==> config.mk <==
export PLATFORM = sky130hd
export DESIGN_NAME = tdc_frame_sched_flat
export DESIGN_NICKNAME = d
export VERILOG_FILES = /design/src/rtl/tdc_pkg.sv /design/src/rtl/tdc_frame_sched_if.sv /design/src/rtl/tdc_byte_sel.sv /design/src/rtl/tdc_frame_sched.sv /design/src/flat_wrapper.sv
export SDC_FILE = /design/constraint.sdc
export NUM_CORES = 1
export LEC_CHECK = 0
export CAP_MARGIN = 30
export CORE_ASPECT_RATIO = 0.9
export CORE_MARGIN = 4
export CORE_UTILIZATION = 48
export DETAILED_ROUTE_END_ITERATION = 8
export PLACE_DENSITY_LB_ADDON = 0.12
export SLEW_MARGIN = 15
export SYNTH_ARGS = -nofsm -noshare
export SYNTH_HDL_FRONTEND = slang
export SYNTH_HIERARCHICAL = 1
export SYNTH_SLANG_ARGS = --single-unit
export TNS_END_PERCENT = 50
==> constraint.sdc <==
create_clock -name clk10m -period 2.4 [get_ports clk10m]
set_input_delay 0.24 -clock clk10m [delete_from_list [all_inputs] [get_ports clk10m]]
set_output_delay 0.24 -clock clk10m [all_outputs]
set_load 0.01 [all_outputs]
==> src/rtl/tdc_pkg.sv <==
// rtl/tdc_pkg.sv - shared types and constants for the TDC frame scheduler
package tdc_pkg;

    typedef enum logic [1:0] {
        ST_IDLE = 2'b00,
        ST_PUSH = 2'b01,
        ST_WAIT = 2'b11
    } tdc_state_t;

    localparam logic [7:0] SYNC_BYTE_DEF = 8'hA5;

    // sync + seq + length ahead of the payload, checksum behind it
    localparam int HDR_TRL_BYTES = 4;

endpackage

==> src/rtl/tdc_frame_sched_if.sv <==
// rtl/tdc_frame_sched_if.sv - byte push/done handshake toward the UART transmitter
interface tdc_frame_sched_if;

    logic       tx_push;
    logic [7:0] tx_byte;
    logic       tx_done;

    modport master (
        output tx_push,
        output tx_byte,
        input  tx_done
    );

    modport slave (
        input  tx_push,
        input  tx_byte,
        output tx_done
    );

endinterface

==> src/rtl/tdc_byte_sel.sv <==
// rtl/tdc_byte_sel.sv - combinational selector of the frame byte at a given pointer
module tdc_byte_sel
    import tdc_pkg::*;
#(
    parameter int         DATASIZE  = 128,
    parameter int         PW        = 5,
    parameter logic [7:0] SYNC_BYTE = SYNC_BYTE_DEF
) (
    input  logic [DATASIZE-1:0] snap_r,
    input  logic [PW-1:0]       ptr,
    input  logic [7:0]          seq,
    input  logic [7:0]          nb,
    input  logic [7:0]          chk,
    output logic [7:0]          frame_byte
);

    localparam int NB = DATASIZE / 8;

    logic [7:0] payload [NB];

    genvar k;
    generate
        for (k = 0; k < NB; k++) begin : g_payload
            assign payload[k] = snap_r[8*k +: 8];
        end
    endgenerate

    // anything past the payload is the checksum slot
    always_comb begin
        frame_byte = chk;
        if (ptr == PW'(0)) begin
            frame_byte = SYNC_BYTE;
        end else if (ptr == PW'(1)) begin
            frame_byte = seq;
        end else if (ptr == PW'(2)) begin
            frame_byte = nb;
        end else begin
            for (int i = 0; i < NB; i++) begin
                if (ptr == PW'(i + 3)) begin
                    frame_byte = payload[i];
                end
            end
        end
    end

endmodule

==> src/rtl/tdc_frame_sched.sv <==
// rtl/tdc_frame_sched.sv - snapshots the TDC word per tick and sends it as a framed UART packet
module tdc_frame_sched
    import tdc_pkg::*;
#(
    parameter int         DATASIZE  = 128,
    parameter logic [7:0] SYNC_BYTE = SYNC_BYTE_DEF
) (
    input  logic                clk10m,
    input  logic                rst_n,
    input  logic                sample_tick,
    input  logic [DATASIZE-1:0] snap_data,
    tdc_frame_sched_if.master   tx,
    output logic                busy,
    output logic [7:0]          seq_num,
    output logic [7:0]          overrun_cnt
);

    localparam int             NB        = DATASIZE / 8;
    localparam int             FRAME_LEN = NB + HDR_TRL_BYTES;
    localparam int             PW        = $clog2(FRAME_LEN);
    localparam logic [PW-1:0]  LAST_PTR  = PW'(FRAME_LEN - 1);
    localparam logic [7:0]     NB_BYTE   = 8'(NB);

    tdc_state_t          state_q;
    tdc_state_t          state_d;
    logic [DATASIZE-1:0] snap_r;
    logic [PW-1:0]       ptr_q;
    logic [7:0]          chk_r;
    logic [7:0]          sel_byte;
    logic                tx_push_q;
    logic [7:0]          tx_byte_q;

    logic accept;
    logic do_push;
    logic step;
    logic finish;
    logic drop;

    assign tx.tx_push = tx_push_q;
    assign tx.tx_byte = tx_byte_q;

    tdc_byte_sel #(
        .DATASIZE  (DATASIZE),
        .PW        (PW),
        .SYNC_BYTE (SYNC_BYTE)
    ) u_byte_sel (
        .snap_r     (snap_r),
        .ptr        (ptr_q),
        .seq        (seq_num),
        .nb         (NB_BYTE),
        .chk        (chk_r),
        .frame_byte (sel_byte)
    );

    always_ff @(posedge clk10m or negedge rst_n) begin
        if (!rst_n) begin
            state_q <= ST_IDLE;
        end else begin
            state_q <= state_d;
        end
    end

    always_comb begin
        state_d = state_q;
        case (state_q)
            ST_IDLE: if (sample_tick) state_d = ST_PUSH;
            ST_PUSH: state_d = ST_WAIT;
            ST_WAIT: begin
                if (tx.tx_done) begin
                    state_d = (ptr_q == LAST_PTR) ? ST_IDLE : ST_PUSH;
                end
            end
            default: state_d = ST_IDLE;
        endcase
    end

    always_comb begin
        accept  = 1'b0;
        do_push = 1'b0;
        step    = 1'b0;
        finish  = 1'b0;
        case (state_q)
            ST_IDLE: accept = sample_tick;
            ST_PUSH: do_push = 1'b1;
            ST_WAIT: begin
                if (tx.tx_done) begin
                    finish = (ptr_q == LAST_PTR);
                    step   = (ptr_q != LAST_PTR);
                end
            end
            default: ;
        endcase
        // a tick coinciding with the final done still finds the FSM in WAIT
        drop = sample_tick && (state_q != ST_IDLE);
    end

    always_ff @(posedge clk10m or negedge rst_n) begin
        if (!rst_n) begin
            tx_push_q   <= 1'b0;
            tx_byte_q   <= 8'h00;
            busy        <= 1'b0;
            seq_num     <= 8'h00;
            overrun_cnt <= 8'h00;
            ptr_q       <= '0;
            chk_r       <= 8'h00;
            snap_r      <= '0;
        end else begin
            tx_push_q <= do_push;
            if (accept) begin
                snap_r <= snap_data;
                ptr_q  <= '0;
                chk_r  <= 8'h00;
                busy   <= 1'b1;
            end
            if (do_push) begin
                tx_byte_q <= sel_byte;
                if (ptr_q != PW'(0) && ptr_q != LAST_PTR) begin
                    chk_r <= chk_r ^ sel_byte;
                end
            end
            if (step) begin
                ptr_q <= ptr_q + PW'(1);
            end
            if (finish) begin
                busy    <= 1'b0;
                seq_num <= seq_num + 8'd1;
            end
            if (drop && overrun_cnt != 8'hFF) begin
                overrun_cnt <= overrun_cnt + 8'd1;
            end
        end
    end

endmodule

==> src/flat_wrapper.sv <==
// flat-port wrapper written by rule: the top's interface ports become plain ports
module tdc_frame_sched_flat import tdc_pkg::*;
#(
    parameter int         DATASIZE  = 128,
    parameter logic [7:0] SYNC_BYTE = SYNC_BYTE_DEF
)
  (clk10m, rst_n, sample_tick, snap_data, busy, seq_num, overrun_cnt, tx_tx_push, tx_tx_byte, tx_tx_done);
  tdc_frame_sched_if tx_i ();
  input  logic clk10m;
  input  logic rst_n;
  input  logic sample_tick;
  input  logic [DATASIZE-1:0] snap_data;
  output logic busy;
  output logic [7:0] seq_num;
  output logic [7:0] overrun_cnt;
  output wire logic [$bits(tx_i.tx_push)-1:0] tx_tx_push;
  output wire logic [$bits(tx_i.tx_byte)-1:0] tx_tx_byte;
  input wire logic [$bits(tx_i.tx_done)-1:0] tx_tx_done;
  assign tx_tx_push = tx_i.tx_push;
  assign tx_tx_byte = tx_i.tx_byte;
  assign tx_i.tx_done = tx_tx_done;
  tdc_frame_sched #(.DATASIZE(DATASIZE), .SYNC_BYTE(SYNC_BYTE)) u_core (.clk10m(clk10m), .rst_n(rst_n), .sample_tick(sample_tick), .snap_data(snap_data), .tx(tx_i), .busy(busy), .seq_num(seq_num), .overrun_cnt(overrun_cnt));
endmodule
After elaboration in Yosys (flattened, before gate mapping). Cells that the tools add are included. Widths: inputs -> output; s select.

Add/subtract/negate cells: 3. Multiply operators: 0. Divide/modulo/power cells: 0. $lt $le $gt $ge: 0. Equality and inequality tests: 25. Shifts and indexed selects: 0. Muxes and demuxes: 36. Bitwise operators: 1. Reductions and logical operators: 10.

Operator list (count): $mux 8 (22); $eq 5x4->1 const B (8); $eq 5x3->1 const B (4); $eq 5x5->1 const B (4); $add 8x1->8 const B (2); $eq 5x2->1 const B (2); $mux 5 (2); $mux 1 (9); $ne 8x8->1 const B (1); $xor 8x8->8 (1); $pmux 2 s3 (1); $reduce_bool 2->1 (3); $add 5x1->5 const B (1); $eq 5x1->1 const B (1); $logic_not 5->1 (1); $ne 5x5->1 const B (1); $reduce_bool 5->1 (1); $mux 2 (2); $ne 2x2->1 const B (2); $logic_and 1x1->1 (3); $eq 2x1->1 const B (1); $eq 2x2->1 const B (1); $logic_not 2->1 (1); $reduce_and 2->1 (1).

Flip-flop bits (word level): 169. Latch bits: 0. Bits in writable memories: 0. ROM bits: 0. Bits of input ports: 132. Output and inout port bits: 26. Memories: 0.

Logic depth before layout (Yosys ltp).
Depth after elaboration: 23. Depth in mapped cells: 13. Gate-level depth less buffers: 9.

Cells and area by module. Netlist, hierarchy kept.

Modules (own cells, without submodules): tdc_frame_sched (instances 1, cells each 743, area each 6956.7 um^2, seq. area each 4229.1 um^2); tdc_byte_sel (instances 1, cells each 353, area each 2057.0 um^2, seq. area each 0.0 um^2).

Worst setup path before layout. Ideal clock, no wire load.

Path kind: register to register. Start point: register u_core.ptr_q[4]. End point: register u_core.chk_r[3]. Setup time: 0.126 ns. Arrival time: 2.398 ns. Data required time: 2.274 ns. Setup slack: -0.124 ns. Cell stages (with the launch flop): 11. Path buffers: 1. Period minus slack after synthesis: 2.524 ns. Cells stage by stage: dfrtp_1 > buf_6 > or4b_4 > a21oi_2 > o32ai_1 > a211oi_1 > o21ai_1 > a211oi_2 > nor2b_1 > a31o_1 > a221o_1.

Cells in the longest elaborated chain, start to end: 23. Elaborated cells on any way between the ends: 44. Classes of those cells: eq/ne (19); mux (21); bitwise (1); reduce/logical (3).

RTL lines: from (decl) (line tdc_frame_sched.sv:27) `logic [PW-1:0] ptr_q;`; from (signal assigned) (line tdc_frame_sched.sv:122) `ptr_q <= ptr_q + PW'(1);`; $eq 5x2->1 (line tdc_byte_sel.sv:39) `if (ptr == PW'(i + 3)) begin`; $mux 8 (16 in a row) (line tdc_byte_sel.sv:39); $mux 8 (line tdc_byte_sel.sv:35) `end else if (ptr == PW'(2)) begin`; $mux 8 (line tdc_byte_sel.sv:33) `end else if (ptr == PW'(1)) begin`; $mux 8 * (line tdc_byte_sel.sv:31) `if (ptr == PW'(0)) begin`; via u_core.sel_byte[3] (line tdc_frame_sched.sv:29) `logic [7:0] sel_byte;`; $xor 8x8->8 * (line tdc_frame_sched.sv:118) `chk_r <= chk_r ^ sel_byte;`; $mux 8 * (line tdc_frame_sched.sv:117) `if (ptr_q != PW'(0) && ptr_q != LAST_PTR) begin`; $mux 8 * (line tdc_frame_sched.sv:115) `if (do_push) begin`; to (signal assigned) (line tdc_frame_sched.sv:118); to (decl) (line tdc_frame_sched.sv:28) `logic [7:0] chk_r;`.

Mark *: on every way through the listed nets, which the timed path passes. The rest lies on a longest branch. A chain may end at the register's enable or synchronous reset.

Final worst setup path.
Start point: register u_core.ptr_q[0]. End point: register u_core.chk_r[5].

Same word-level chain as after synthesis.

==> results.json <==
{
  "num_rows": 47,
  "worst_pin_slew_ps": 604,
  "syn_to_final_growth_pct": 38.8,
  "yosys.area.top_type_share_pct": 46.9,
  "cts_buffer_depth": 2,
  "synth_simple_gate_area_share_pct": 28.8,
  "diodes": 0,
  "power_density_nw_per_um2": 1320,
  "antenna_found_initial": 0,
  "placed_cells": 1565,
  "grtUsageMet3_pct": 6.13,
  "syn_inst": 1096,
  "synth_top_cell_by_area": "dfrtp_1",
  "synth_edf_count": 0,
  "final_common_cell": "nand2_1",
  "clock_skew_ps": 7.84,
  "fin_crit_sh_pct": 111,
  "avgRoutedWirePerCell_um": 18.2,
  "cp_max_fo": 7,
  "synth_area_um2": 9010,
  "register_area_um2": 4230,
  "path_class": "register to register",
  "async_flop_share_pct": 100,
  "gr-total-overflow": 0,
  "fin_ws_ps": -264,
  "grt_pass1_wl_um": 45900,
  "crit_arrival_ps": 2980,
  "synthMuxAreaShare_pct": 2.35,
  "vias_per_cell": 5.45,
  "status": "finished with violations",
  "stdcell_count": 1606,
  "drt_iter0_drc": 669,
  "numCtsBuffers": 17,
  "cp_data_required_time_ps": 2720,
  "yosys_warnings": 6,
  "yosysUniqueCellTypes": 72,
  "hold_viol_final": 0,
  "cts.sinks": 169,
  "vias": 8747,
  "dr.pass1.iters": 5,
  "dieArea_um2": 21000,
  "power.leakage_nw": 5.85,
  "min_period_ps": 2660,
  "remaining_drc_errors": 0,
  "place_area_um2": 11500,
  "synth_area_leaders": "dfrtp_1 47%, nand2_1 18%, a21oi_1 2.2%",
  "drt-total-wl_um": 29200,
  "failed_checks": "negative setup slack",
  "slew_violations": 0,
  "gp_congestion": 0.933,
  "final_cell_mix": "441 x nand2_1, 166 x dfrtp_1, 156 x clkdlybuf4s50_1, 121 x buf_4, 35 x a21oi_1",
  "setup_viol_count_final": 11,
  "drive_gt1_share_pct": 18.1,
  "die-height_um": 138,
  "grt_use_met1_pct": 39.5,
  "ir_drop_mv": 0.579,
  "cts_tree": "done",
  "cts.reportedPaths.clkPinSlew_ps": 70,
  "startpoint_type": "register",
  "yosys_register_bits": 169,
  "synth_fa_ha_area_share_pct": 0.555,
  "fillerInstances": 1593,
  "multiInputGateArea_um2": 4620,
  "yosys.area_share.xor_xnor_pct": 0.777,
  "top_usage_layer": "met2",
  "coreArea_um2": 18400,
  "antenna_left": 0,
  "clock_latency_ps": 430,
  "max_slew_margin_pct": 59.4,
  "end_kind": "register",
  "io_pins": 158,
  "grt_start_max_net_pins": 68,
  "globalRouteTotalUtil_pct": 27.1,
  "whs_ps": 327,
  "clock.fmax_ghz": 0.375,
  "synth_top_family_by_area": "simple AND/OR/NAND/NOR gates",
  "portBuffers": 157,
  "final_nets": 1484,
  "syn_area_per_cell_um2": 8.22,
  "h-tree-depth": 4,
  "use_met2_pct": 41.0,
  "synth_compound_area_share_pct": 15.0,
  "dpl.hpwl_um": 21700,
  "grt_pass1_vias": 8530,
  "synth_ff_type": "dfrtp_1",
  "synth_seq_area_share_pct": 46.9,
  "die_w_um": 152,
  "root_buffer": "clkbuf_16",
  "rsz0062_at_grt": "true",
  "initial_core_util_pct": 49.0,
  "hold_path.class": "primary input to async pin",
  "finalInstanceArea_um2": 12500,
  "drv_cap": 0
}
## power breakdown
part	internal [mW]	leakage [nW]	switching (mW)	total (mW)
logic	3.97	3.49	4.45	8.42
registers	4.17	2.09	1.19	5.36
clock network	1.58	0.279	1.20	2.78
## cell type report
cell class / count / share of cell area [%]
clock inverters: 12 / 1.11
multi-input cells: 845 / 36.9
flip-flops and latches: 169 / 33.8
repair buffers: 291 / 21.4
well taps: 245 / 2.45
clock buffers: 20 / 3.57
inverters: 24 / 0.720
## flip-flops by register name, summed over array words and instances, names as in the netlist
register / count
u_core/busy: 1
u_core/chk_r: 8
u_core/overrun_cnt: 8
u_core/ptr_q: 5
u_core/seq_num: 8
u_core/snap_r: 128
u_core/state_q: 2
u_core/tx.tx_byte: 8
u_core/tx.tx_push: 1
## stage by stage
| stage | TNS [ps] | utilization, % | setup WS, ps | power (mW) |
|---|---|---|---|---|
| floorplan | -17.9 | - | -13.5 | 9.32 |
| global placement | -3560 | 62.6 | -478 | 12.7 |
| detailed placement | -4030 | 62.6 | -473 | 12.8 |
| CTS | -1300 | 67.2 | -193 | 16.2 |
| global route | -2210 | 68.0 | -296 | 17.6 |
| finish | -1480 | 68.0 | -264 | 16.6 |
## final timing paths
check                                   from                    end  slack (ps)  cells after the start
max reg2reg                  u_core/ptr_q[0]        u_core/chk_r[5]        -260                     10
max                          u_core/ptr_q[0]        u_core/chk_r[5]        -260                     10
max in group asynchronous              rst_n      u_core/snap_r[84]        1390                      3
min                                    rst_n  u_core/overrun_cnt[5]         330                      2
min in group clk10m             snap_data[3]       u_core/snap_r[3]         330                      3
min reg2reg                u_core/snap_r[33]      u_core/snap_r[33]         470                      2
## cells in the mapped netlist (5+ instances only)
master	count
nand2_1	444
dfrtp_1	169
a21oi_1	39
o21ai_0	38
nor2_1	35
buf_2	32
nand3_1	27
inv_1	24
nor2b_1	22
nand2b_1	18
nor3_1	18
clkbuf_1	16
buf_6	15
a31oi_1	14
mux2i_1	14
o22ai_1	12
a211oi_1	10
a221o_1	9
a22oi_1	9
a31o_1	7
o21ai_1	6
a2111oi_0	5
mux2_2	5
o211ai_1	5
## routing by layer
metal,part of all wire (%),up-vias,wire (um)
met4,1.7,0,511
met3,6.3,39,1840
met2,45,300,13200
li1,-,4206,-
met5,0,-,0
met1,47,4202,13700
## critical path: stages, from the launching register on
cell and delay, ps:
dfrtp_2 480, buf_4 170, or3b_2 450, a21oi_1 170, a21oi_1 100, a211oi_2 360, a211oi_2 120, nor2_1 170
nor2b_1 70, a31o_1 180, a221o_1 290
## cell families after synthesis
kind of cell | count (synthesis)
xor gates and xnor gates | 8
and+or+nand+nor | 605
adders and majority gates | 4
muxes | 20
AOI/OAI and AO/OA | 198
buffers and inverters | 90
DFF | 169
other | 2
## repair_timing
action                                 4_1_cts  5_1_grt
endpoints found under the hold margin       51        0
gates resized for setup                     45       40
setup endpoints to repair                   16       16
pin swaps                                   13       20
hold buffers                                 1        0
setup buffers                                8        1
Note: power is estimated with default switching activity, not from simulation.
